<file path="src/rtl/complex_pkg.sv">
// Shared constants for the complex add/sub datapath: 64-bit values packed as
// {real[63:32], imag[31:0]}, each half an IEEE-754 single.
package complex_pkg;

  localparam int CPLX_W = 64;
  localparam int HALF_W = 32;

  localparam int RE_MSB = 63;
  localparam int RE_LSB = 32;
  localparam int IM_MSB = 31;
  localparam int IM_LSB = 0;

  localparam logic OP_ADD = 1'b0;
  localparam logic OP_SUB = 1'b1;

  typedef struct packed {
    logic [HALF_W-1:0] re;
    logic [HALF_W-1:0] im;
  } cplx_t;

endpackage

</file>
<file path="src/rtl/complex_addsub_driver_if.sv">
// Operand and result streams of the complex add/sub driver, bundled so the
// producer/consumer side and the driver side see matching directions.
interface complex_addsub_driver_if import complex_pkg::*; ();

  logic              in_valid;
  logic              in_ready;
  logic [CPLX_W-1:0] in_a;
  logic [CPLX_W-1:0] in_b;
  logic              in_op;

  logic              res_valid;
  logic              res_ready;
  logic [CPLX_W-1:0] res_data;

  modport master (
    output in_valid, in_a, in_b, in_op, res_ready,
    input  in_ready, res_valid, res_data
  );

  modport slave (
    input  in_valid, in_a, in_b, in_op, res_ready,
    output in_ready, res_valid, res_data
  );

endinterface

</file>
<file path="src/rtl/complex_result_fifo.sv">
// First-word-fall-through result FIFO; the head entry is always visible on
// pop_data and a pop on a full FIFO frees the slot for a same-cycle push.
module complex_result_fifo import complex_pkg::*; #(
  parameter int DEPTH = 8
) (
  input  logic                     clk,
  input  logic                     rst_n,
  input  logic                     push,
  input  logic [CPLX_W-1:0]        push_data,
  input  logic                     pop,
  output logic [CPLX_W-1:0]        pop_data,
  output logic                     valid,
  output logic                     full,
  output logic [$clog2(DEPTH):0]   count
);

  localparam int AW = $clog2(DEPTH);

  logic [CPLX_W-1:0] mem [DEPTH];
  logic [AW-1:0]     wr_ptr;
  logic [AW-1:0]     rd_ptr;
  logic              do_push;
  logic              do_pop;

  assign valid    = (count != '0);
  assign full     = (count == (AW+1)'(DEPTH));
  assign do_pop   = pop && valid;
  assign do_push  = push && (!full || do_pop);
  assign pop_data = valid ? mem[rd_ptr] : '0;

  always_ff @(posedge clk or negedge rst_n) begin
    if (!rst_n) begin
      wr_ptr <= '0;
      rd_ptr <= '0;
      count  <= '0;
    end else begin
      if (do_push) wr_ptr <= wr_ptr + 1'b1;
      if (do_pop)  rd_ptr <= rd_ptr + 1'b1;
      count <= count + (AW+1)'(do_push) - (AW+1)'(do_pop);
    end
  end

  // Storage needs no reset: only entries between rd_ptr and wr_ptr are ever shown.
  always_ff @(posedge clk) begin
    if (do_push) mem[wr_ptr] <= push_data;
  end

endmodule

</file>
<file path="src/rtl/complex_addsub_driver.sv">
// Initiator-side sequencer for the pipelined complex adder/subtractor: issues
// operands, tracks them through the adder latency and queues the results.
module complex_addsub_driver import complex_pkg::*; #(
  parameter int ADD_LAT    = 2,
  parameter int FIFO_DEPTH = 8
) (
  input  logic                     clk,
  input  logic                     rst_n,
  complex_addsub_driver_if.slave   bus,
  output logic [CPLX_W-1:0]        add_a,
  output logic [CPLX_W-1:0]        add_b,
  output logic                     add_op,
  output logic                     add_ce,
  input  logic [CPLX_W-1:0]        add_result,
  output logic                     overflow
);

  localparam int FCW = $clog2(FIFO_DEPTH) + 1;
  localparam int CW  = $clog2(FIFO_DEPTH + ADD_LAT + 1) + 1;

  logic [ADD_LAT:0] vld;
  logic             accept;
  logic             capture;
  logic             pop;
  logic             fifo_full;
  logic [FCW-1:0]   fifo_count;
  logic [CW-1:0]    inflight;
  logic [CW-1:0]    used;

  assign accept  = bus.in_valid && bus.in_ready;
  assign capture = vld[ADD_LAT];
  assign pop     = bus.res_valid && bus.res_ready;
  assign add_ce  = |vld[ADD_LAT-1:0];

  // The tag in vld[ADD_LAT] is neither in the adder nor yet in the FIFO, so it
  // must hold a credit too, otherwise one extra op slips in and gets dropped.
  always_comb begin
    inflight = '0;
    for (int k = 0; k <= ADD_LAT; k++) begin
      inflight = inflight + CW'(vld[k]);
    end
    used = inflight + CW'(fifo_count);
  end

  assign bus.in_ready = (used < CW'(FIFO_DEPTH));

  always_ff @(posedge clk or negedge rst_n) begin
    if (!rst_n) begin
      add_a    <= '0;
      add_b    <= '0;
      add_op   <= OP_ADD;
      vld      <= '0;
      overflow <= 1'b0;
    end else begin
      if (accept) begin
        add_a  <= bus.in_a;
        add_b  <= bus.in_b;
        add_op <= bus.in_op;
      end
      vld <= {vld[ADD_LAT-1:0], accept};
      if (capture && fifo_full && !pop) overflow <= 1'b1;
    end
  end

  complex_result_fifo #(
    .DEPTH (FIFO_DEPTH)
  ) u_fifo (
    .clk       (clk),
    .rst_n     (rst_n),
    .push      (capture),
    .push_data (add_result),
    .pop       (pop),
    .pop_data  (bus.res_data),
    .valid     (bus.res_valid),
    .full      (fifo_full),
    .count     (fifo_count)
  );

endmodule

</file>
<file path="src/flat_wrapper.sv">
// flat-port wrapper written by rule: the top's interface ports become plain ports
module complex_addsub_driver_flat import complex_pkg::*;
#(
  parameter int ADD_LAT    = 2,
  parameter int FIFO_DEPTH = 8
)
  (clk, rst_n, add_a, add_b, add_op, add_ce, add_result, overflow, bus_in_valid, bus_in_a, bus_in_b, bus_in_op, bus_res_ready, bus_in_ready, bus_res_valid, bus_res_data);
  complex_addsub_driver_if bus_i ();
  input  logic clk;
  input  logic rst_n;
  output logic [CPLX_W-1:0] add_a;
  output logic [CPLX_W-1:0] add_b;
  output logic add_op;
  output logic add_ce;
  input  logic [CPLX_W-1:0] add_result;
  output logic overflow;
  input wire logic [$bits(bus_i.in_valid)-1:0] bus_in_valid;
  input wire logic [$bits(bus_i.in_a)-1:0] bus_in_a;
  input wire logic [$bits(bus_i.in_b)-1:0] bus_in_b;
  input wire logic [$bits(bus_i.in_op)-1:0] bus_in_op;
  input wire logic [$bits(bus_i.res_ready)-1:0] bus_res_ready;
  output wire logic [$bits(bus_i.in_ready)-1:0] bus_in_ready;
  output wire logic [$bits(bus_i.res_valid)-1:0] bus_res_valid;
  output wire logic [$bits(bus_i.res_data)-1:0] bus_res_data;
  assign bus_i.in_valid = bus_in_valid;
  assign bus_i.in_a = bus_in_a;
  assign bus_i.in_b = bus_in_b;
  assign bus_i.in_op = bus_in_op;
  assign bus_i.res_ready = bus_res_ready;
  assign bus_in_ready = bus_i.in_ready;
  assign bus_res_valid = bus_i.res_valid;
  assign bus_res_data = bus_i.res_data;
  complex_addsub_driver #(.ADD_LAT(ADD_LAT), .FIFO_DEPTH(FIFO_DEPTH)) u_core (.clk(clk), .rst_n(rst_n), .bus(bus_i), .add_a(add_a), .add_b(add_b), .add_op(add_op), .add_ce(add_ce), .add_result(add_result), .overflow(overflow));
endmodule
</file>
<file path="config.mk">
export PLATFORM = sky130hd
export DESIGN_NAME = complex_addsub_driver_flat
export DESIGN_NICKNAME = d
export VERILOG_FILES = /design/src/rtl/complex_pkg.sv /design/src/rtl/complex_addsub_driver_if.sv /design/src/rtl/complex_result_fifo.sv /design/src/rtl/complex_addsub_driver.sv /design/src/flat_wrapper.sv
export SDC_FILE = /design/constraint.sdc
export NUM_CORES = 1
export LEC_CHECK = 0
export BUFFER_PORTS_ARGS = -buffer_cell sky130_fd_sc_hd__buf_2
export CAP_MARGIN = 20
export CORE_MARGIN = 2
export CORE_UTILIZATION = 60
export DETAILED_ROUTE_END_ITERATION = 10
export GPL_TIMING_DRIVEN = 0
export PLACE_DENSITY_LB_ADDON = 0.12
export SYNTH_ARGS = -nofsm -noshare
export SYNTH_HDL_FRONTEND = slang
export SYNTH_SLANG_ARGS = --single-unit
</file>
<file path="constraint.sdc">
create_clock -name clk -period 16.7 [get_ports clk]
set_clock_uncertainty 0.05 [all_clocks]
set_input_delay 0.835 -clock clk [delete_from_list [all_inputs] [get_ports clk]]
set_output_delay 0.835 -clock clk [all_outputs]
set_load 0.01 [all_outputs]
</file>
==> reports/qor.yml <==
status:
  status: "completed"
layout:
  layout_common_cells: "edfxtp_1 (512), buf_2 (411), dfrtp_1 (143)"
  area_growth_pct: 21.8
  final_area_sq_um: 31000
  fin_util: 0.740
  multi_input_area_sq_um: 6110
  nNetsFinal: 1885
  fillers: 2469
  register_area_sq_um: 19000
  stdcell_count: 2276
  drive_above_1_share: 0.490
  final_common_cell: "edfxtp_1"
synthesis:
  synthCells: 1162
  synth_cell_types: 35
  yosysTopAreaCellShare: 0.603
  syn_area_per_cell_sq_um: 21.9
  ys_seq_elements: 655
  synth_nets: 1372
  synth_area_sq_um: 25500
  synth.area.top_cells: "edfxtp_1 (60%), dfrtp_1 (14%), mux4_2 (11%)"
  yosysWarnings: 0
  ys_seq_area_frac: 0.744
  synth_top_area_cell: "edfxtp_1"
power_and_ir_drop:
  ir_drop_mv: 0.115
  p_seq_frac: 0.381
  intPower_uw: 4020
  power_switching_uw: 1820
  leakage_uw: 0.0120
  swShare: 0.311
  pwr-share-comb: 0.364
  power_density_nw_per_um2: 188
  power_frac_clock: 0.254
  power_uw: 5840
sta:
  fin_crit_ps: 3920
  setup_viol: 0
  fin_crit_sh: 0.235
  grt_setup_unrepaired: "false"
  setup_tns_ps: 0
  max-slew-margin-rel: 0.323
  drv_slew: 0
  tightest_slew_ps: 1020
  hold_viol: 0
  fmax_mhz: 255
critical_path:
  path_class: "reg2out"
  critPathRequiredTime_ps: 15820
  cp_max_fo: 10
  endpoint_kind: "output pin"
  start_kind: "flip-flop"
  cp_data_arrival_time_ps: 3030
floorplanning:
  ios: 394
  die-width_microns: 210
  rows: 75
  dieArea_sq_um: 44100
  core_area_sq_um: 41900
  initial_core_util: 0.608
  die_y_microns: 210
grt:
  grt_antenna_before_repair: 12
  grt_usage: 0.255
  grt_max_degree: 93
  grt.overflow.total: 0
  grt_pass1_vias: 13626
  grt_first_pass_wirelength_microns: 83000
hold_path:
  hp-class: "in2async"
clocking:
  cts_root_buf: "clkbuf_16"
  cts_setup_buffers: 0
  cts_sinks: 655
  htree_levels: 3
  cts_tree: "done"
  cts-hold-fix-buffers: 0
  cts_inserted_buffers: 68
  clk_path_buf_depth: 3
  clk_latency_ps: 580
  cts-resized-gates: 0
  clk_pin_slew_worst_paths_ps: 60
placed_design:
  finalWeightedCongestion: 0.804
  place_inst: 2144
  dp_hpwl_microns: 37500
  port_buffers: 393
  place_area_sq_um: 28800
route:
  dr_total_vias: 13110
  wire_per_inst_microns: 24.5
  antenna_left: 0
  avgViaCountPerCell: 5.76
  drc: 0
  wirelength_microns: 55900
  drtIter0Drc: 1219
  first_pass_iters: 5
flow_run:
  maxCapViolCount: 0
[registers in the layout, summed over array words and instances, names as in the netlist, 3 cells and up]
signal                cells
u_core.u_fifo.rd_ptr      3
u_core.u_fifo.count       4
u_core.u_fifo.mem       512
u_core.vld                3
u_core.add_a             64
u_core.add_b             64
u_core.u_fifo.wr_ptr      3
[worst max-delay path, cell delays in order (launching register included)]
cell      delay (ps)
dfrtp_1          440
nor2_1           240
and2_1           180
clkbuf_1         480
buf_8            230
clkbuf_1         490
nor2_1           190
buf_2            180
[final timing paths]
check,startpoint,to,slack (ps),cells after the start
worst max register to register,u_core.u_fifo.count[2]$_DFF_PN0_,u_core.u_fifo.mem[4][11]$_DFFE_PP_,13070,10
worst min-delay path,rst_n,u_core.add_b[28]$_DFFE_PN0P_,160,1
max in group asynchronous,rst_n,u_core.add_b[1]$_DFFE_PN0P_,15570,2
min in group clk,u_core.vld[1]$_DFF_PN0_,u_core.vld[2]$_DFF_PN0_,360,0
worst min register to register,u_core.vld[1]$_DFF_PN0_,u_core.vld[2]$_DFF_PN0_,360,0
worst max-delay path,u_core.u_fifo.count[1]$_DFF_PN0_,bus_res_data[57],12780,7
[Yosys cell counts, drive strengths merged]
cell type	n
or3	1
a31oi	1
nor2	68
and2	1
fa	1
o21ai	1
buf	45
mux2i	65
xnor2	4
ha	12
clkbuf	11
dfrtp	143
nand2b	3
nand2	5
edfxtp	512
inv	11
xor2	2
a211o	1
mux4	128
nor3	4
nor4	1
mux2	131
a21o	1
a21oi	1
o2bb2ai	2
nor2b	1
nand4b	1
nand3	3
a41o	1
o221ai	1
[power by group through the flow]
| stage | Combinational [uW] | Sequential, uW | Clock [uW] |
|---|---|---|---|
| floorplan | 1310 | 2330 | 0 |
| global placement | 2060 | 2280 | 0 |
| detailed placement | 2140 | 2250 | 0 |
| CTS | 2160 | 2230 | 1510 |
| global route | 2270 | 2260 | 1570 |
| finish | 2130 | 2230 | 1480 |
[cells by family (layout without fill, tap and decap cells)]
| logic type | after synthesis | count (layout) | synth area share |
|---|---|---|---|
| mux | 324 | 324 | 0.211 |
| compound gates | 9 | 9 | 0.00383 |
| simple gates | 88 | 88 | 0.0142 |
| buf+inv | 67 | 635 | 0.0186 |
| fa+ha+maj | 13 | 13 | 0.00668 |
| flops | 655 | 655 | 0.744 |
| other cells | 0 | 7 | 0 |
| xor+xnor | 6 | 6 | 0.00206 |
[per-layer routing]
layer  track usage  share of wire  vias up
li1              -              -     5689
met1         0.369           0.42     6847
met2         0.394           0.48      455
met3        0.0581          0.071      107
met4        0.0836          0.024       12
met5             0         0.0013        -
[layout make-up]
cell class / count / share of cell area
Sequential cell: 655 / 0.611
Multi-Input combinational cell: 440 / 0.197
Timing Repair Buffer: 443 / 0.0840
Clock buffer: 93 / 0.0609
Tap cell: 539 / 0.0217
Buffer: 56 / 0.0139
Clock inverter: 32 / 0.0100
Inverter: 11 / 0.00133
Antenna cell: 7 / 0.000564
[through the flow]
step	worst slack, ps	hold WS [ps]
after floorplan	8870	328
after global placement	2670	340
after detailed placement	12890	356
after CTS	12760	159
after global routing	12600	176
final	12780	165
Power figures use the tool's default switching activity.
